==> config.mk <==
export PLATFORM = sky130hd
export DESIGN_NAME = rtc_calendar
export DESIGN_NICKNAME = d
export VERILOG_FILES = /design/src/rtl/rtc_pkg.sv /design/src/rtl/rtc_prescaler.sv /design/src/rtl/rtc_calendar.sv
export SDC_FILE = /design/constraint.sdc
export NUM_CORES = 1
export LEC_CHECK = 0
export ABC_AREA = 1
export CORE_MARGIN = 8
export CORE_UTILIZATION = 55
export CTS_CLUSTER_SIZE = 14
export DETAILED_ROUTE_END_ITERATION = 8
export PLACE_DENSITY = 0.84
export SYNTH_ARGS = -nofsm -noshare
export SYNTH_HDL_FRONTEND = slang
export SYNTH_SLANG_ARGS = --single-unit
==> constraint.sdc <==
create_clock -name clk -period 2.9 [get_ports clk]
set_clock_uncertainty 0.2 [all_clocks]
set_input_delay 0.58 -clock clk [delete_from_list [all_inputs] [get_ports clk]]
set_output_delay 0.58 -clock clk [all_outputs]
set_load 0.02 [all_outputs]
==> src/rtl/rtc_pkg.sv <==
// Shared field codes, widths, set-request layout and month-length helper
// for the RTC calendar core.
package rtc_pkg;

  localparam int FLD_W  = 3;
  localparam int VAL_W  = 7;
  localparam int SEC_W  = 6;
  localparam int MIN_W  = 6;
  localparam int HOUR_W = 5;
  localparam int DAY_W  = 5;
  localparam int MON_W  = 4;

  localparam logic [FLD_W-1:0] FLD_SEC   = 3'd0;
  localparam logic [FLD_W-1:0] FLD_MIN   = 3'd1;
  localparam logic [FLD_W-1:0] FLD_HOUR  = 3'd2;
  localparam logic [FLD_W-1:0] FLD_DAY   = 3'd3;
  localparam logic [FLD_W-1:0] FLD_MONTH = 3'd4;
  localparam logic [FLD_W-1:0] FLD_YEAR  = 3'd5;

  typedef struct packed {
    logic [FLD_W-1:0] field;
    logic [VAL_W-1:0] value;
  } set_req_t;

  // Month length; every year divisible by 4 in 2000..2099 is a leap year.
  function automatic logic [DAY_W-1:0] days_in_month(input logic [MON_W-1:0] month,
                                                     input logic [6:0]       year);
    case (month)
      4'd2:                     return ((year & 7'd3) == 7'd0) ? 5'd29 : 5'd28;
      4'd4, 4'd6, 4'd9, 4'd11:  return 5'd30;
      default:                  return 5'd31;
    endcase
  endfunction

endpackage

==> src/rtl/rtc_prescaler.sv <==
// Divides clk down to a one-cycle tick every TICK_DIV cycles while running.
module rtc_prescaler #(
  parameter int TICK_DIV = 50000000
) (
  input  logic clk,
  input  logic rst,
  input  logic run_en,
  input  logic clr,
  output logic tick
);

  localparam int CW = $clog2(TICK_DIV);
  localparam logic [CW-1:0] LAST = CW'(TICK_DIV - 1);

  logic [CW-1:0] cnt;

  assign tick = run_en && (cnt == LAST);

  // Count while enabled, wrap on tick, hold when stopped, restart on clr.
  always_ff @(posedge clk) begin
    if (rst || clr)  cnt <= '0;
    else if (tick)   cnt <= '0;
    else if (run_en) cnt <= cnt + 1'b1;
  end

endmodule

==> src/rtl/rtc_calendar.sv <==
// Timekeeping core: prescaled seconds tick, sec/min/hour/day/month/year
// cascade with leap years, range-checked set port and 12/24h hour view.
module rtc_calendar
  import rtc_pkg::*;
#(
  parameter int TICK_DIV   = 50000000,
  parameter int YEAR_W     = 7,
  parameter int START_YEAR = 0
) (
  input  logic              clk,
  input  logic              rst,
  input  logic              run_en,
  input  logic              mode_12h,
  input  logic              set_valid,
  output logic              set_ready,
  input  logic [FLD_W-1:0]  set_field,
  input  logic [VAL_W-1:0]  set_value,
  output logic              set_err,
  output logic [SEC_W-1:0]  second,
  output logic [MIN_W-1:0]  minute,
  output logic [HOUR_W-1:0] hour,
  output logic              pm,
  output logic [DAY_W-1:0]  day,
  output logic [MON_W-1:0]  month,
  output logic [YEAR_W-1:0] year,
  output logic              sec_pulse,
  output logic              midnight_pulse
);

  logic [SEC_W-1:0]  sec_q;
  logic [MIN_W-1:0]  min_q;
  logic [HOUR_W-1:0] hr_q;
  logic [DAY_W-1:0]  day_q;
  logic [MON_W-1:0]  mon_q;
  logic [YEAR_W-1:0] yr_q;

  logic tick, xfer, bad, clr_pre;
  logic sec_wrap, min_wrap, hr_wrap, day_wrap, mon_wrap, yr_wrap;
  logic [DAY_W-1:0] last_day, new_ld;
  logic [MON_W-1:0] mon_new;
  logic [6:0]       yr_new;
  set_req_t         req;

  assign req.field = set_field;
  assign req.value = set_value;

  // A tick always wins over a set request; the requester just holds valid.
  assign set_ready = ~tick;
  assign xfer      = set_valid & set_ready;
  assign clr_pre   = xfer & ~bad & (req.field == FLD_SEC);

  rtc_prescaler #(.TICK_DIV(TICK_DIV)) u_pre (
    .clk    (clk),
    .rst    (rst),
    .run_en (run_en),
    .clr    (clr_pre),
    .tick   (tick)
  );

  assign last_day = days_in_month(mon_q, 7'(yr_q));

  // Month length after a pending month/year write, used to clamp the day.
  assign mon_new = (req.field == FLD_MONTH) ? req.value[MON_W-1:0] : mon_q;
  assign yr_new  = (req.field == FLD_YEAR)  ? req.value : 7'(yr_q);
  assign new_ld  = days_in_month(mon_new, yr_new);

  assign sec_wrap = (sec_q == 6'd59);
  assign min_wrap = (min_q == 6'd59);
  assign hr_wrap  = (hr_q == 5'd23);
  assign day_wrap = (day_q == last_day);
  assign mon_wrap = (mon_q == 4'd12);
  assign yr_wrap  = (yr_q == YEAR_W'(99));

  // Range check of the request against the current calendar.
  always_comb begin
    bad = 1'b0;
    case (req.field)
      FLD_SEC, FLD_MIN: bad = (req.value > 7'd59);
      FLD_HOUR:         bad = (req.value > 7'd23);
      FLD_DAY:          bad = (req.value == 7'd0) || (req.value > {2'b00, last_day});
      FLD_MONTH:        bad = (req.value == 7'd0) || (req.value > 7'd12);
      FLD_YEAR:         bad = (req.value > 7'd99);
      default:          bad = 1'b1;
    endcase
  end

  // Calendar state: tick cascade first, otherwise at most one field write.
  always_ff @(posedge clk) begin
    if (rst) begin
      sec_q <= '0;
      min_q <= '0;
      hr_q  <= '0;
      day_q <= 5'd1;
      mon_q <= 4'd1;
      yr_q  <= YEAR_W'(START_YEAR);
    end else if (tick) begin
      sec_q <= sec_wrap ? '0 : sec_q + 1'b1;
      if (sec_wrap) begin
        min_q <= min_wrap ? '0 : min_q + 1'b1;
        if (min_wrap) begin
          hr_q <= hr_wrap ? '0 : hr_q + 1'b1;
          if (hr_wrap) begin
            day_q <= day_wrap ? 5'd1 : day_q + 1'b1;
            if (day_wrap) begin
              mon_q <= mon_wrap ? 4'd1 : mon_q + 1'b1;
              if (mon_wrap) yr_q <= yr_wrap ? '0 : yr_q + 1'b1;
            end
          end
        end
      end
    end else if (xfer && !bad) begin
      case (req.field)
        FLD_SEC:  sec_q <= req.value[SEC_W-1:0];
        FLD_MIN:  min_q <= req.value[MIN_W-1:0];
        FLD_HOUR: hr_q  <= req.value[HOUR_W-1:0];
        FLD_DAY:  day_q <= req.value[DAY_W-1:0];
        FLD_MONTH: begin
          mon_q <= req.value[MON_W-1:0];
          if (day_q > new_ld) day_q <= new_ld;
        end
        FLD_YEAR: begin
          yr_q <= YEAR_W'(req.value);
          if (day_q > new_ld) day_q <= new_ld;
        end
        default: ;
      endcase
    end
  end

  // Registered one-cycle status pulses.
  always_ff @(posedge clk) begin
    if (rst) begin
      sec_pulse      <= 1'b0;
      midnight_pulse <= 1'b0;
      set_err        <= 1'b0;
    end else begin
      sec_pulse      <= tick;
      midnight_pulse <= tick & sec_wrap & min_wrap & hr_wrap;
      set_err        <= xfer & bad;
    end
  end

  // 12-hour view: 0 shows as 12, 13..23 fold down by 12.
  always_comb begin
    hour = hr_q;
    if (mode_12h) begin
      if (hr_q == 5'd0)       hour = 5'd12;
      else if (hr_q > 5'd12)  hour = hr_q - 5'd12;
    end
  end

  assign pm     = (hr_q >= 5'd12);
  assign second = sec_q;
  assign minute = min_q;
  assign day    = day_q;
  assign month  = mon_q;
  assign year   = yr_q;

endmodule

==> flow_summary.yaml <==
die:
  die_area_mm2: 0.0116
  num_rows: 33
  core_mm2: 0.00822
  die_h_um: 108
  die_w_um: 108
  initial_core_util_pct: 56.5
  io_pins: 53
pwr:
  power_mw: 2.13
  swShare_pct: 29.4
  cellPowerDensity_mw_per_mm2: 358
  p_leak_nw: 2.68
  p_int_mw: 1.50
  p_switching_mw: 0.627
  seqPwrFrac_pct: 42.3
  peakVddDrop_mv: 0.300
  combPwrFrac_pct: 20.2
  p_clk_share_pct: 37.4
setup_path:
  crit_fanout: 8
  startpoint_type: "flop"
  rr_worst_depth: 19
  cp.required_ns: 2.12
  endpoint_kind: "output port"
  rrSetupSlack_ns: 0.18
  r2r-start: "year[0]$_SDFFE_PP0P_"
  arrival_ns: 2.02
  criticalPathCategory: "reg -> out"
  reg2reg_to: "minute[0]$_SDFFE_PP0P_"
cts:
  h-tree-depth: 3
  cts_buffers: 9
  clock_path_buffers: 2
  cts_root_buffer: "clkbuf_8"
  clk_pin_slew_ns: 0.08
  clk_latency_ns: 0.35
  cts.sinks: 62
  cts_tree: "yes"
synth:
  async_reset_ff_share_pct: 0
  synth_nets: 763
  netlist.top_cell.by_area: "dfxtp_1"
  synth_cell_types: 46
  netlist_top_cells_area: "dfxtp_1 27%, nand2_1 13%, nor2_1 9.6%"
  synth_seq_cells: 62
  avgSynthCellArea_um2: 6.37
  mappedNetlistArea_mm2: 0.00464
  synth_top_area_share_pct: 26.7
  yosysSeqAreaShare_pct: 26.7
  synth_edf_count: 0
  yosys_warnings: 0
  synth_top_flop_cell: "dfxtp_1"
  synth_cells: 729
timing:
  worstMarginPinSlew_ns: 0.444
  period_share_pct: 96.6
  slew_headroom_pct: 70.3
  fmax_ghz: 0.357
  hold_viol_final: 0
  period_needed_ns: 2.80
  setup_viol: 0
  fin_setup_tns_ns: 0
  finalMaxSlewViolations: 0
global_routing:
  grt_first_pass_wirelength_um: 22400
  antenna_found_initial: 0
  grt_pass1_vias: 4781
  overflow: 0
  track_usage_pct: 23.6
  grt_max_degree: 28
hold_path:
  min_from: "u_pre.cnt[1]$_SDFFE_PP0P_"
  holdPathEnd: "u_pre.cnt[1]$_SDFFE_PP0P_"
  hold_class: "reg -> reg"
  holdPathStages: 2
place:
  place_congestion: 0.962
  hpwl_um: 10500
  io_buffers: 52
routing:
  totalWireLength_um: 13600
  drt_iter0_drc: 271
  postRouteAntennaNets: 0
  num_vias: 5055
  avgRoutedWirePerCell_um: 14.5
  viasPerCell: 5.37
  drt-pass1-iter-count: 7
  drc: 0
job:
  drv_cap: 0
layout:
  area_growth_pct: 28.0
  nNetsFinal: 867
  diodes: 0
  drive_gt1_share_pct: 17.0
outcome:
  status: "finished, final reports clean"
## cells in the final DEF, fill, tap and decap left out, types with 6 or more instances in the layout
| master | netlist | final |
|---|---|---|
| a21oi_1 | 30 | 30 |
| buf_4 | 2 | 52 |
| clkbuf_8 | 0 | 11 |
| clkdlybuf4s50_1 | 0 | 43 |
| dfxtp_1 | 62 | 56 |
| dlymetal6s2s_1 | 0 | 6 |
| ha_1 | 19 | 18 |
| inv_1 | 83 | 82 |
| inv_2 | 13 | 14 |
| nand2_1 | 164 | 158 |
| nand2_2 | 10 | 16 |
| nand3_1 | 67 | 66 |
| nand4_1 | 7 | 7 |
| nor2_1 | 119 | 117 |
| nor2_2 | 6 | 7 |
| nor3_1 | 15 | 15 |
| o21ai_0 | 35 | 31 |
| xor2_1 | 31 | 31 |
## worst max-delay path by stage
| stage | start | end | slack [ns] | cells past startpoint |
|---|---|---|---|---|
| after detailed placement | set_field[1] | day[2]$_SDFFE_PP0P_ | -0.35 | 18 |
| after global routing | set_value[3] | day[4]$_SDFFE_PP0P_ | -0.04 | 17 |
| after floorplan | set_field[0] | day[0]$_SDFFE_PP1P_ | 0.13 | 17 |
| final | hr_q[2]$_SDFFE_PP0P_ | hour[1] | 0.1 | 8 |
| after global placement | set_field[1] | day[0]$_SDFFE_PP1P_ | -0.27 | 17 |
| after CTS | month[1]$_SDFFE_PP0P_ | year[5]$_SDFFE_PP0P_ | 0.01 | 19 |
## repair_timing
action,CTS,global route
cloned,0,1
hold buffers,0,0
endpoints found under the setup margin,28,62
hold endpoints to repair,0,0
setup buffers,0,1
pin swaps,0,8
gates resized for setup,6,32
## critical path, cell delays in order (launching register included)
cell             delay [ns]
dfxtp_2                0.42
inv_1                  0.09
ha_1                   0.20
nand2_1                0.06
nor2_1                 0.05
nand2_1                0.13
nand2_1                0.07
inv_1                  0.06
clkdlybuf4s50_1        0.60
## metrics by stage
step           instances  setup WS, ns  utilization (%)  hold slack (ns)  area [um2]
3_3_place_gp         925        -0.271             68.8            0.268        5650
5_1_grt              942       -0.0359             72.4            0.335        5950
6_report             942        0.0987             72.4            0.296        5950
4_1_cts              940        0.0135             71.2            0.295        5850
3_5_place_dp         925        -0.352             68.8            0.286        5650
2_1_floorplan        729         0.125                -            0.256        4640
## layer usage
metal / share of wire [%] / track usage, % / vias to the layer above
li1: - / - / 2532
met5: 0 / 0 / -
met3: 7.2 / 4.37 / 30
met4: 2.2 / 9.32 / 0
met2: 49 / 40.0 / 205
met1: 42 / 28.8 / 2288
## synth_stat cells, types with 3 or more instances
cell type  count
a21boi_0       3
nand3b_1       5
buf_2          6
nor3_1        15
nor2_4         3
o21ai_0       35
nand2_1      164
nand4_1        7
xnor2_1        5
o211ai_1       3
o22ai_1        3
nor2_1       119
nand2_2       10
nor3b_1        3
nand3_4        3
clkbuf_1       4
inv_2         13
a21oi_1       30
xor2_1        31
buf_6          3
inv_1         83
or2_2          3
nor2_2         6
nand3_1       67
dfxtp_1       62
ha_1          19
## kinds of logic after synthesis
kind of cell | synth area share, %
flip-flops | 26.7
adder cells (fa/ha/maj) | 5.12
buffers and inverters | 9.99
AO/OA/AOI/OAI | 10.3
XOR/XNOR | 6.79
AND/OR/NAND/NOR | 41.1
## state kept, by name, summed over array words and instances (netlist names)
signal          count
year                7
second              6
month               4
minute              6
hr_q                5
set_err             1
midnight_pulse      1
sec_pulse           1
u_pre.cnt          26
day                 5
## final cells by class
class,count,area [um2]
Clock buffer,12,155
Clock inverter,3,43.8
Fill cell,668,2270
Inverter,97,367
Multi-Input combinational cell,555,3000
Sequential cell,62,1250
Tap cell,105,131
Timing Repair Buffer,108,993
## power groups by stage
| stage | clock network (mW) | registers [mW] | logic [mW] |
|---|---|---|---|
| 6_report | 0.797 | 0.901 | 0.431 |
| 3_5_place_dp | 0 | 0.919 | 0.413 |
| 5_1_grt | 0.844 | 0.904 | 0.473 |
| 2_1_floorplan | 0 | 0.930 | 0.216 |
| 3_3_place_gp | 0 | 0.917 | 0.406 |
| 4_1_cts | 0.805 | 0.900 | 0.413 |
(Power assumes the default switching activity.)
